## src/rtl/deassert_mon_pkg.sv

```systemverilog
// rtl/deassert_mon_pkg.sv - shared state encoding and constants for deassert_monitor
package deassert_mon_pkg;

  localparam int STATE_W         = 2;
  localparam int MAX_LOW_DEFAULT = 10;

  typedef enum logic [STATE_W-1:0] {
    INIT    = 2'd0,
    HIGH    = 2'd1,
    LOW     = 2'd2,
    TIMEOUT = 2'd3
  } mon_state_e;

endpackage

```

## src/rtl/sync_2ff.sv

```systemverilog
// rtl/sync_2ff.sv - 1-bit two-flop synchronizer with synchronous active-high reset
module sync_2ff (
  input  logic clock,
  input  logic reset,
  input  logic d,
  output logic q
);

  logic meta;

  // two-stage capture; both stages clear to 0 on reset
  always_ff @(posedge clock) begin
    if (reset) begin
      meta <= 1'b0;
      q    <= 1'b0;
    end else begin
      meta <= d;
      q    <= meta;
    end
  end

endmodule

```

## src/rtl/deassert_monitor.sv

```systemverilog
// rtl/deassert_monitor.sv - edge pulses, deassert count, low-run length and timeout; DEASSERT_MON_SYNC_EN adds an input synchronizer
module deassert_monitor
  import deassert_mon_pkg::*;
#(
  parameter int CNT_W   = 8,
  parameter int RUN_W   = 6,
  parameter int MAX_LOW = MAX_LOW_DEFAULT
) (
  input  logic               clock,
  input  logic               reset,
  input  logic               sig_in,
  input  logic               clear,
  output logic               fall_pulse,
  output logic               rise_pulse,
  output logic [CNT_W-1:0]   deassert_count,
  output logic [RUN_W-1:0]   low_run,
  output logic [RUN_W-1:0]   last_low_len,
  output logic               timeout_err,
  output logic [STATE_W-1:0] mon_state
);

  localparam logic [RUN_W-1:0] RUN_MAX   = '1;
  localparam logic [CNT_W-1:0] CNT_MAX   = '1;
  localparam logic [RUN_W-1:0] MAX_LOW_V = RUN_W'(MAX_LOW);

  if (MAX_LOW < 1 || MAX_LOW > (2 ** RUN_W) - 1) begin : g_bad_max_low
    $error("deassert_monitor: MAX_LOW outside 1..2^RUN_W-1");
  end

  logic sample;
  logic sample_valid;

`ifdef DEASSERT_MON_SYNC_EN
  logic [1:0] warm;

  sync_2ff u_sync (
    .clock (clock),
    .reset (reset),
    .d     (sig_in),
    .q     (sample)
  );

  // hold INIT until the synchronizer has flushed its reset value
  always_ff @(posedge clock) begin
    if (reset) warm <= '0;
    else       warm <= {warm[0], 1'b1};
  end

  assign sample_valid = warm[1];
`else
  assign sample       = sig_in;
  assign sample_valid = 1'b1;
`endif

  mon_state_e       state, state_nxt;
  logic             fall_nxt, rise_nxt, err_nxt;
  logic [CNT_W-1:0] count_base, count_nxt;
  logic [RUN_W-1:0] run_nxt, run_inc, last_nxt;

  // state and all registered outputs
  always_ff @(posedge clock) begin
    if (reset) begin
      state          <= INIT;
      fall_pulse     <= 1'b0;
      rise_pulse     <= 1'b0;
      deassert_count <= '0;
      low_run        <= '0;
      last_low_len   <= '0;
      timeout_err    <= 1'b0;
    end else begin
      state          <= state_nxt;
      fall_pulse     <= fall_nxt;
      rise_pulse     <= rise_nxt;
      deassert_count <= count_nxt;
      low_run        <= run_nxt;
      last_low_len   <= last_nxt;
      timeout_err    <= err_nxt;
    end
  end

  // next state and output values; clear is applied first so a same-cycle event lands on top of it
  always_comb begin
    state_nxt  = state;
    fall_nxt   = 1'b0;
    rise_nxt   = 1'b0;
    count_base = clear ? '0 : deassert_count;
    count_nxt  = count_base;
    err_nxt    = clear ? 1'b0 : timeout_err;
    run_nxt    = low_run;
    last_nxt   = last_low_len;
    run_inc    = (low_run == RUN_MAX) ? low_run : low_run + RUN_W'(1);

    case (state)
      INIT: begin
        if (sample_valid) begin
          if (sample) begin
            state_nxt = HIGH;
          end else begin
            state_nxt = LOW;
            run_nxt   = RUN_W'(1);
          end
        end
      end
      HIGH: begin
        if (!sample) begin
          state_nxt = LOW;
          fall_nxt  = 1'b1;
          count_nxt = (count_base == CNT_MAX) ? count_base : count_base + CNT_W'(1);
          run_nxt   = RUN_W'(1);
        end
      end
      LOW, TIMEOUT: begin
        if (sample) begin
          state_nxt = HIGH;
          rise_nxt  = 1'b1;
          last_nxt  = low_run;
          run_nxt   = '0;
        end else begin
          run_nxt = run_inc;
        end
      end
      default: state_nxt = INIT;
    endcase

    // the run that just reached the limit trips the sticky error exactly once
    if (state != TIMEOUT && state_nxt == LOW && run_nxt == MAX_LOW_V) begin
      state_nxt = TIMEOUT;
      err_nxt   = 1'b1;
    end
  end

  assign mon_state = state;

endmodule
```

## config.mk

```make
export PLATFORM = sky130hd
export DESIGN_NAME = deassert_monitor
export DESIGN_NICKNAME = d
export VERILOG_FILES = /design/src/rtl/deassert_mon_pkg.sv /design/src/rtl/sync_2ff.sv /design/src/rtl/deassert_monitor.sv
export SDC_FILE = /design/constraint.sdc
export NUM_CORES = 1
export LEC_CHECK = 0
export CORE_ASPECT_RATIO = 0.75
export CORE_MARGIN = 2
export CORE_UTILIZATION = 49
export DETAILED_ROUTE_END_ITERATION = 12
export PLACE_DENSITY = 0.9
export SYNTH_ARGS = -nofsm -noshare
export SYNTH_HDL_FRONTEND = slang
export SYNTH_SLANG_ARGS = --single-unit
```

## constraint.sdc

```tcl
create_clock -name clock -period 2.3 [get_ports clock]
set_input_delay 0.46 -clock clock [delete_from_list [all_inputs] [get_ports clock]]
set_output_delay 0.46 -clock clock [all_outputs]
set_load 0.005 [all_outputs]
```

==> results of run 1 <==
-- worst min path at each step --
stage | start | slack [ns] | cells after the start | end
2_1_floorplan | timeout_err | 0.44 | 2 | timeout_err
3_3_place_gp | last_low_len[0] | 0.44 | 2 | last_low_len[0]
3_5_place_dp | timeout_err | 0.45 | 2 | timeout_err
4_1_cts | last_low_len[4] | 0.47 | 2 | last_low_len[4]
5_1_grt | last_low_len[4] | 0.48 | 2 | last_low_len[4]
6_report | timeout_err | 0.46 | 2 | timeout_err
-- worst min-delay path, delay by kind of cell, from the launching register on --
family / cells / cell delay (ns)
and+or+nand+nor: 2 / 0.10
DFF: 1 / 0.33
-- metal layers --
layer / up-vias / routed length (um)
met5: - / 0
li1: 579 / -
met1: 532 / 1310
met2: 42 / 1340
met4: 0 / 34
met3: 5 / 152
-- cells in the mapped netlist (all sizes together), types with 2 or more instances --
library cell  number
xor2               2
dfxtp             25
mux2i              2
buf                7
nor2              12
a21o               3
and4b              2
nor2b              7
nor3               3
a21oi             13
and2               2
a22oi              2
nand4              2
ha                 2
nand3             11
a31oi              3
o21ai              4
or3                2
nand2             15
xnor2              2
clkbuf             3
a41oi              2
-- cell families after synthesis --
kind of cell / Yosys count / synth area share (%)
compound gates: 36 / 20.4
xor+xnor: 4 / 2.67
fa+ha+maj: 2 / 1.91
buf+inv: 10 / 6.59
flops: 25 / 38.2
mux: 2 / 1.53
simple gates: 66 / 28.7
-- sequential cells by signal, indices dropped and copies added (netlist names) --
register	cells
deassert_count	8
timeout_err	1
mon_state	2
fall_pulse	1
last_low_len	6
rise_pulse	1
low_run	6
-- area by class of cell --
type | count | area, sq um
Clock buffer | 3 | 22.5
Fill cell | 213 | 961
Timing Repair Buffer | 34 | 325
Tap cell | 36 | 45.0
Multi-Input combinational cell | 110 | 723
Sequential cell | 25 | 500
Clock inverter | 1 | 5.00
-- power groups by stage --
stage	clock [mW]	combinational (mW)	sequential [mW]
floorplan	0	0.0420	0.456
global placement	0	0.0638	0.455
detailed placement	0	0.0655	0.456
CTS	0.195	0.0660	0.446
global route	0.217	0.0731	0.448
finish	0.187	0.0664	0.446
-- layout by cell type, fill, tap and decap left out, types with 3 or more instances in the layout --
cell type / n
a21oi_1: 13
a31oi_1: 3
buf_4: 6
clkbuf_4: 3
clkdlybuf4s50_1: 28
dfxtp_1: 25
nand2_1: 15
nand3_1: 10
nor2_1: 12
nor2b_1: 7
o21ai_0: 4
-- through the flow --
step                      worst slack [ns]  instances  util [%]
after floorplan                      0.456        145         -
final                                0.306        209      62.8
after global routing                 0.132        209      62.8
after global placement              0.0583        205      61.7
after CTS                            0.312        209      62.8
after detailed placement           -0.0197        205      61.7
==> summary.txt, run 1 <==
GRT
  • GR Util met2: 35.1%
  • Total track usage: 20.4%
  • Gr busiest metal: met2
  • M3 GR Usage: 4.62%
  • Initial antenna violation count: 0
  • Met1 Resource Use GR: between 20% and 30%
  • First-pass GRT wire length: 5150 um
  • Vias in the first global route: about 1.1k
  • Pin count of the biggest net entering global routing: 26
  • GRT overflow: 0

Die
  • Die ar.: between 0.003 and 0.004 sq mm
  • Die Y: ~49 um
  • IO Count: 29
  • Die width: 63.7 um
  • FP Rows: 16
  • Initial Util: roughly half
  • Core area: roughly 0.0026 sq mm

Critical path
  • Cell Chain, Critical Path: clkdlybuf4s50_1, nor2b_1, ha_1, and2_1, and4_1, or3_1, a21oi_1
  • Crit path max fanout: 5
  • CP Capture Point: deassert_count[3]
  • Crit path max-delay family: simple AND/OR/NAND/NOR gates
  • Critical path depth: 7
  • R2R depth: 6
  • Crit end category: flop
  • CP Launch Type: input pin
  • WP data arrival: approximately 2.3 ns
  • Crit Path Class: in -> reg
  • Max incr delay on CP: 0.55 ns
  • Buf/Inv on CP: 1
  • CP max stage cell: clkdlybuf4s50_1
  • R2R Setup Slk: roughly 0.45 ns
  • Worst reg2reg endpoint: mon_state[0]
  • Critical Path RT: about 2.6 ns
  • CP Launch Point: clear
  • Crit Reg-Reg Startpoint: low_run[0]

CTS
  • CTS Buf Count: 3
  • Post_cts resized: 0
  • CTS tree: done
  • H-tree depth: 1
  • Clock Latency Late Sink: 0.32 ns
  • Post-CTS Setup Bufs: 0
  • Clock transition at path regs: about 0.13 ns
  • Hold_buf cts: 0
  • Clk buf depth: 2
  • CTS Sinks: 25
  • CTS root buf: clkbuf_4

Synth
  • Area share of the largest cell type after synthesis: 38.2%
  • Ys Warns: 0
  • Synthesized instance count: 145
  • Largest area contributor in the synthesized netlist: dfxtp_1
  • Synth unique cells: 50
  • Leading post-synthesis cells by cell area: dfxtp_1 (38%), a21oi_1 (5.0%), nand2_1 (4.3%)
  • Yosys reg bits: 25
  • Syn Nets: ~150
  • Post-synth EDFFs: 0
  • Share of the yosys chip area belonging to registers: between 30% and 40%
  • Top_reg_cell synth: dfxtp_1
  • Post-synth ARST share: 0%
  • Synthesized area per cell: about 9.0 sq um
  • Mapped cell area: around 0.0013 sq mm

Route
  • Total number of vias: ~1.2k
  • Drt total wl: ~2800 um
  • Drt wl/cell: approximately 14 um
  • Drt first pass iters: 6
  • Initial drt markers: around 50
  • Vias per inst: around 5.5
  • Antenna viol nets, final: 0
  • Drc violations: 0

Flow run
  • Max Cap Violations: 0

Placed design
  • GP Congestion: approximately 0.83
  • DP Area: roughly 0.0016 sq mm
  • Final HPWL DP: 2080 um
  • PortBufs: 28

Layout
  • Diode count: 0
  • Design area: 0.00162 sq mm
  • Final #Nets: 180
  • Share of layout cells above drive strength 1: a little over an eighth
  • Layout area overhead: 23.8%

STA
  • Sum Neg Setup Slack: 0 ns
  • Final Skew: approximately 0.009 ns
  • FMAX: 501 MHz
  • Tcrit/Tclk final: roughly 87%
  • Final Max Tran Viols: 0
  • Slew @ Worst Pin: 0.397 ns
  • Final min period: about 2.0 ns
  • Hold slack: approximately 0.46 ns
  • Relative slew slack: between 70 and 80%
  • Final Setup Violations: 0
  • Final Hold Viols: 0
  • Unrepaired setup endpoints after global routing: no

Power
  • Leakage: 0.561 nW
  • Tot Pwr: roughly 700 uW
  • PD cells: roughly 430 mW/mm^2
  • Worst VDD drop: 261 uV
  • Sw Ratio: about a quarter
  • Register share of total power: a little under two thirds
  • Comb pwr share: about a tenth
  • Cell-internal power: between 500 and 600 uW
  • Psw: between 150 and 200 uW
  • Clock share of power: 26.7%

Min path
  • Min-delay worst type: reg -> reg

Status
  • Status: finished clean
Power figures use the tool's default switching activity.
==> run 2, diff against run 1 <==
--- a/config.mk
+++ b/config.mk
@@ -10,6 +10,7 @@
 export CORE_UTILIZATION = 49
 export DETAILED_ROUTE_END_ITERATION = 12
 export PLACE_DENSITY = 0.9
+export SLEW_MARGIN = 20
 export SYNTH_ARGS = -nofsm -noshare
 export SYNTH_HDL_FRONTEND = slang
 export SYNTH_SLANG_ARGS = --single-unit
==> results of run 2 <==
No change in the layout: final DEF, timing and power equal those of run 1.
==> run 3, diff against run 2 <==
--- a/config.mk
+++ b/config.mk
@@ -8,6 +8,7 @@
 export CORE_ASPECT_RATIO = 0.75
 export CORE_MARGIN = 2
 export CORE_UTILIZATION = 49
+export CTS_CLUSTER_DIAMETER = 80
 export DETAILED_ROUTE_END_ITERATION = 12
 export PLACE_DENSITY = 0.9
 export SLEW_MARGIN = 20
==> results of run 3 <==
No change in the layout: final DEF, timing and power equal those of run 1.
